**config.mk**
```make
export PLATFORM = sky130hd
export DESIGN_NAME = fft_bitrev_reorder
export DESIGN_NICKNAME = d
export VERILOG_FILES = /design/src/rtl/ofdm_fft_pkg.sv /design/src/rtl/fft_reorder_ram.sv /design/src/rtl/fft_bitrev_reorder.sv
export SDC_FILE = /design/constraint.sdc
export NUM_CORES = 2
export LEC_CHECK = 0
export BUFFER_PORTS_ARGS = -buffer_cell sky130_fd_sc_hd__buf_2
export CORE_MARGIN = 4
export CORE_UTILIZATION = 60
export CTS_CLUSTER_SIZE = 8
export DETAILED_ROUTE_END_ITERATION = 6
export PLACE_DENSITY_LB_ADDON = 0.08
export SLEW_MARGIN = 20
export SYNTH_ARGS = -nofsm -noshare
export SYNTH_HDL_FRONTEND = slang
export SYNTH_SLANG_ARGS = --single-unit
```
**constraint.sdc**
```tcl
create_clock -name clock -period 6.33 [get_ports clock]
set_input_delay 0.3165 -clock clock [delete_from_list [all_inputs] [get_ports clock]]
set_output_delay 0.3165 -clock clock [all_outputs]
set_load 0.1 [all_outputs]
```
**src/rtl/ofdm_fft_pkg.sv**
```systemverilog
// ofdm_fft_pkg: FFT sizing constants and bit-reversal helper
// shared by the FFT64/IFFT64 sites and the reorder buffer.
package ofdm_fft_pkg;

  localparam int FFT_LOG2N = 6;
  localparam int FFT_N     = 1 << FFT_LOG2N;
  localparam int SAMPLE_W  = 16;

  // Reverse the low w bits of v; bits above w are returned as 0.
  function automatic logic [31:0] bitrev(
    input logic [31:0] v,
    input int unsigned w
  );
    logic [31:0] r;
    r = '0;
    for (int i = 0; i < 32; i++) begin
      if (i < int'(w)) r[i] = v[int'(w) - 1 - i];
    end
    return r;
  endfunction

endpackage

```
**src/rtl/fft_reorder_ram.sv**
```systemverilog
// fft_reorder_ram: simple dual-port RAM, one write port and
// one synchronous read port (rdata valid the cycle after re).
// Ports: clock; we/waddr/wdata write; re/raddr read; rdata.
module fft_reorder_ram #(
  parameter int DW = 32,
  parameter int AW = 7
) (
  input  logic          clock,
  input  logic          we,
  input  logic [AW-1:0] waddr,
  input  logic [DW-1:0] wdata,
  input  logic          re,
  input  logic [AW-1:0] raddr,
  output logic [DW-1:0] rdata
);

  logic [DW-1:0] mem [2**AW];

  always_ff @(posedge clock) begin
    if (we) mem[waddr] <= wdata;
    if (re) rdata <= mem[raddr];
  end

endmodule

```
**src/rtl/fft_bitrev_reorder.sv**
```systemverilog
// fft_bitrev_reorder: ping-pong buffer turning bit-reversed FFT
// frames into natural-order 64-cycle bursts tagged by index.
// Ports: clock, reset (async, active high); di_en/di_re/di_im
//   bit-reversed input; do_en/do_re/do_im/do_idx registered
//   natural-order output.
// Option: FFT_REORDER_FFTSHIFT_EN emits N/2..N-1 then 0..N/2-1.
module fft_bitrev_reorder
  import ofdm_fft_pkg::*;
#(
  parameter int WIDTH = SAMPLE_W,
  parameter int LOG2N = FFT_LOG2N
) (
  input  logic             clock,
  input  logic             reset,
  input  logic             di_en,
  input  logic [WIDTH-1:0] di_re,
  input  logic [WIDTH-1:0] di_im,
  output logic             do_en,
  output logic [WIDTH-1:0] do_re,
  output logic [WIDTH-1:0] do_im,
  output logic [LOG2N-1:0] do_idx
);

  localparam int N = 1 << LOG2N;
  localparam logic [LOG2N-1:0] LAST = LOG2N'(N - 1);
`ifdef FFT_REORDER_FFTSHIFT_EN
  localparam logic [LOG2N-1:0] SHIFT = LOG2N'(N / 2);
`else
  localparam logic [LOG2N-1:0] SHIFT = '0;
`endif

  logic [LOG2N-1:0] wcnt;
  logic             wbank;
  logic [1:0]       full;
  logic [1:0]       full_nxt;
  logic             wr_wrap;
  logic [LOG2N:0]   waddr;

  logic             ractive;
  logic             rbank;
  logic [LOG2N-1:0] rcnt;
  logic             rd_go;
  logic             rd_bank;
  logic             rd_last;
  logic             other_ready;
  logic [LOG2N-1:0] rd_sub;

  logic             rd_valid;
  logic [LOG2N-1:0] rd_idx;
  logic [2*WIDTH-1:0] rdata;

  always_comb begin
    wr_wrap = di_en && (wcnt == LAST);
    waddr   = {wbank, LOG2N'(bitrev(32'(wcnt), LOG2N))};
  end

  // Bank 0 wins when idle; both can only be full mid-burst.
  // A bank completing this very edge still counts as ready,
  // so back-to-back bursts have no bubble.
  always_comb begin
    rd_go       = ractive | (|full);
    rd_bank     = ractive ? rbank : ~full[0];
    rd_last     = rd_go && (rcnt == LAST);
    rd_sub      = rcnt ^ SHIFT;
    other_ready = full[~rd_bank] |
                  (wr_wrap && (wbank == ~rd_bank));
    full_nxt    = full;
    if (wr_wrap) full_nxt[wbank] = 1'b1;
    if (rd_last) full_nxt[rd_bank] = 1'b0;
  end

  always_ff @(posedge clock or posedge reset) begin
    if (reset) begin
      wcnt    <= '0;
      wbank   <= 1'b0;
      full    <= '0;
      ractive <= 1'b0;
      rbank   <= 1'b0;
      rcnt    <= '0;
    end else begin
      full <= full_nxt;
      if (di_en) begin
        wcnt <= wcnt + 1'b1;
        if (wr_wrap) wbank <= ~wbank;
      end
      if (rd_go) begin
        rcnt <= rcnt + 1'b1;
        if (rd_last) begin
          ractive <= other_ready;
          rbank   <= ~rd_bank;
        end else begin
          ractive <= 1'b1;
          rbank   <= rd_bank;
        end
      end
    end
  end

  fft_reorder_ram #(
    .DW(2 * WIDTH),
    .AW(LOG2N + 1)
  ) u_ram (
    .clock (clock),
    .we    (di_en),
    .waddr (waddr),
    .wdata ({di_re, di_im}),
    .re    (rd_go),
    .raddr ({rd_bank, rd_sub}),
    .rdata (rdata)
  );

  always_ff @(posedge clock or posedge reset) begin
    if (reset) begin
      rd_valid <= 1'b0;
      rd_idx   <= '0;
    end else begin
      rd_valid <= rd_go;
      rd_idx   <= rd_sub;
    end
  end

  // Sample values hold between bursts; the index parks at 0.
  always_ff @(posedge clock or posedge reset) begin
    if (reset) begin
      do_en  <= 1'b0;
      do_re  <= '0;
      do_im  <= '0;
      do_idx <= '0;
    end else begin
      do_en  <= rd_valid;
      do_idx <= rd_valid ? rd_idx : '0;
      if (rd_valid) begin
        do_re <= rdata[2*WIDTH-1:WIDTH];
        do_im <= rdata[WIDTH-1:0];
      end
    end
  end

endmodule
```
==> reports/qor.txt <==
DRC errors left: 0
Maximum root-to-sink buffer count: 4
Startpoint Class: register
EDFF count, synth: 4,128
RSZ-0062 raised after global routing: no
Bufs and invs on worst path: 1
TritonCTS clock tree: done
Die area: 275,000 sq um
Detailed-router iteration count before antenna repair: 6
Post-route cell area: 184,000 sq um
Status: finished clean
Die Y: 525 um
Crit-path leading delay family: compound AO/OA/AOI/OAI gates
Post-DP HPWL: 236,000 um
Crit path time final: 4.86 ns
Worst setup EP type: register
Pleak: 0.0584 uW
Clock net sink count: 4,191
Cts repair resizes: 0
Final Core Density: 69.2%
Final hold violation count: 0
Mapped Cells: 6,743
Clock skew: 0.0505 ns
Setup bufs post-CTS: 0
Worst hold path class: input port to register
CORE AREA: 266,000 sq um
Vias in the first global route: 78,537
Slew HR: 23.0%
Final setup vio count: 0
Inst Count DP: 10,277
Peak supply drop: 0.450 mV
Placed cell areas: 167,000 sq um
Grt ovf: 0
Worst-path clk slew: 0.05 ns
Worst-margin pin slew: 1.16 ns
Final period utilization: 76.8%
Initial antenna violation count: 28
Root Buffer: clkbuf_16
Cell area after synthesis: 160,000 sq um
Post-route insts no fill: 11,145
CP peak stage delay: 1.19 ns
Vias/cell: 7.05
Global-route wire length before repair: 612,000 um
Slowest CP cell: dfrtp_4
Nets: 7,412
Synth Net Count: 6,780
#FFs+latches synth: 4,191
Port buffer count: 73
Initial core utilization: 60.4%
Mean Syn Cell Area: 23.8 sq um
I/O pin total: 74
First DRT Iteration DRCs: 11,590
Die W: 525 um
Routed vias: 78,578
Cell Pwr Density: 435 nW/um^2
Main synth FF type: edfxtp_1
Setup CP Type: register to register
Data required, critical path: 7.02 ns
Largest net degree at the start of global routing: 116
Yosys cell types: 58
Layout cells sized above 1: 30.9%
GP Congestion: 0.835
H-tree level count: 6
Pwr Total: 79,800 uW
GRT Util Overall: 31.8%
Drt wl/cell: 39.0 um
Antenna-violating nets left: 0
Max-Cap Viols: 0
WL final: 435,000 um
Total CTS buffers: 594
Setup TNS: 0 ns
Cell breakdown of the critical path: buf_12 > mux4_2 > mux2i_1 > o22ai_1 > a211o_1 > a211oi_1 > a211oi_1
Synth Warn #: 0
Skew-Pair Late Insertion Delay: 1.02 ns
Worst Path Arrival: 5.55 ns
CP max FO: 53
Site row count: 189
Asr flop ratio synth: 1.50%
Slew Limit Fails: 0
# fillers: 15,940
Synth-to-Final Area Change: 14.6%
Cell mode on critical path: a211oi_1
Sequential-to-total area share from yosys stat: 78.3%
F_max: 0.206 GHz
## final timing paths
path / start / end / slack [ns] / cells past startpoint
max: rcnt[0]$_DFFE_PP0P_ / u_ram.rdata[8]$_DFFE_PP_ / 1.47 / 7
min: di_im[15] / u_ram.mem[4][15]$_DFFE_PP_ / 0.33 / 2
max reg2reg: rcnt[0]$_DFFE_PP0P_ / u_ram.rdata[8]$_DFFE_PP_ / 1.47 / 7
min reg2reg: rd_idx[3]$_DFF_PP0_ / do_idx[3]$_DFF_PP0_ / 0.46 / 1
max in group asynchronous: reset / rd_valid$_DFF_PP0_ / 4.70 / 5
min in group asynchronous: reset / do_im[2]$_DFFE_PP0P_ / 0.40 / 4
## sequential cells by signal, summed over array words and instances (netlist names)
| signal | cells |
|---|---|
| rd_idx | 6 |
| full | 2 |
| rbank | 1 |
| rcnt | 6 |
| do_im | 16 |
| do_re | 16 |
| rd_valid | 1 |
| do_en | 1 |
| u_ram.mem | 4096 |
| ractive | 1 |
| wbank | 1 |
| u_ram.rdata | 32 |
| wcnt | 6 |
| do_idx | 6 |
## worst register-to-register path: stages, from the launching register on
cell,delay [ns]
dfrtp_4,1.19
buf_12,0.50
mux4_2,0.65
mux2i_1,0.16
o22ai_1,0.28
a211o_1,0.67
a211oi_1,0.96
a211oi_1,0.12
## kinds of logic after synthesis
family,after synthesis,share of synthesized area (%)
flops,4191,78.3
mux,1466,17.9
simple gates,401,1.10
buf+inv,373,1.34
compound gates,298,1.29
xor+xnor,12,0.0656
fa+ha+maj,2,0.0156
## layout by cell type, fill, tap and decap left out, types with 11 or more instances in the layout
cell,count
inv_6,11
a211oi_1,47
and2_1,17
buf_12,29
a211o_1,12
nor2b_1,26
dfrtp_1,56
inv_16,13
mux2_2,45
mux2i_1,306
clkinv_8,11
nand2_1,130
edfxtp_1,4128
nor2_1,27
a31oi_1,14
dlygate4sd3_1,35
clkbuf_16,608
clkbuf_1,173
o211ai_1,11
mux4_2,1113
buf_4,293
o21ai_0,17
a21oi_1,47
a221oi_1,14
o22ai_1,55
nand3_1,21
a22oi_1,17
buf_2,42
nor2_4,119
## where the power goes
part / leakage [uW] / total (uW) / internal [uW] / switching (uW)
registers: 0.0379 / 32300 / 31400 / 831
clock network: 0.00801 / 28500 / 17300 / 11200
logic: 0.0125 / 19100 / 8270 / 10800
total: 0.0584 / 79800 / 57000 / 22800
## per-stage QoR
| stage | hold slack, ns | worst slack, ns |
|---|---|---|
| after floorplan | 0.349 | 2.55 |
| after global placement | 0.276 | 0.801 |
| after detailed placement | 0.279 | 1.48 |
| after CTS | 0.270 | 1.43 |
| after global routing | 0.350 | 1.39 |
| final | 0.335 | 1.47 |
## timing repair
item | in CTS | in global routing
endpoints found under the setup margin | 0 | 0
hold buffers | 35 | 0
hold endpoints to repair | 1793 | 0
## synth_stat cells (all sizes together), types with 22 or more instances
cell / number / area share (%)
a211oi: 56 / 0.26
a21oi: 49 / 0.15
buf: 276 / 1.1
clkbuf: 92 / 0.22
dfrtp: 63 / 0.98
edfxtp: 4128 / 77
mux2: 45 / 0.32
mux2i: 308 / 1.9
mux4: 1113 / 16
nand2: 135 / 0.32
nand3: 25 / 0.078
nor2: 148 / 0.35
nor2b: 28 / 0.11
o21ai: 22 / 0.069
o22ai: 55 / 0.21
## per-layer routing
metal  vias to the layer above  routed length, um  GRT usage, %
met5                         -                 42             0
met4                         6              15700          10.7
met3                       772              49600          6.80
met2                      5188             205000          48.5
met1                     42536             165000          47.0
li1                      30076                  -             -
## layout make-up
class | instances | area [sq um] | area share [%]
diodes | 10 | 25.0 | 0.0136
repair buffers | 404 | 3400 | 1.85
multi-input cells | 2179 | 33700 | 18.4
clock inverters | 42 | 697 | 0.379
well taps | 3533 | 4420 | 2.41
flip-flops and latches | 4191 | 126000 | 68.3
clock buffers | 781 | 15900 | 8.63
inverters | 5 | 37.5 | 0.0204
Note: power is estimated with default switching activity, not from simulation.
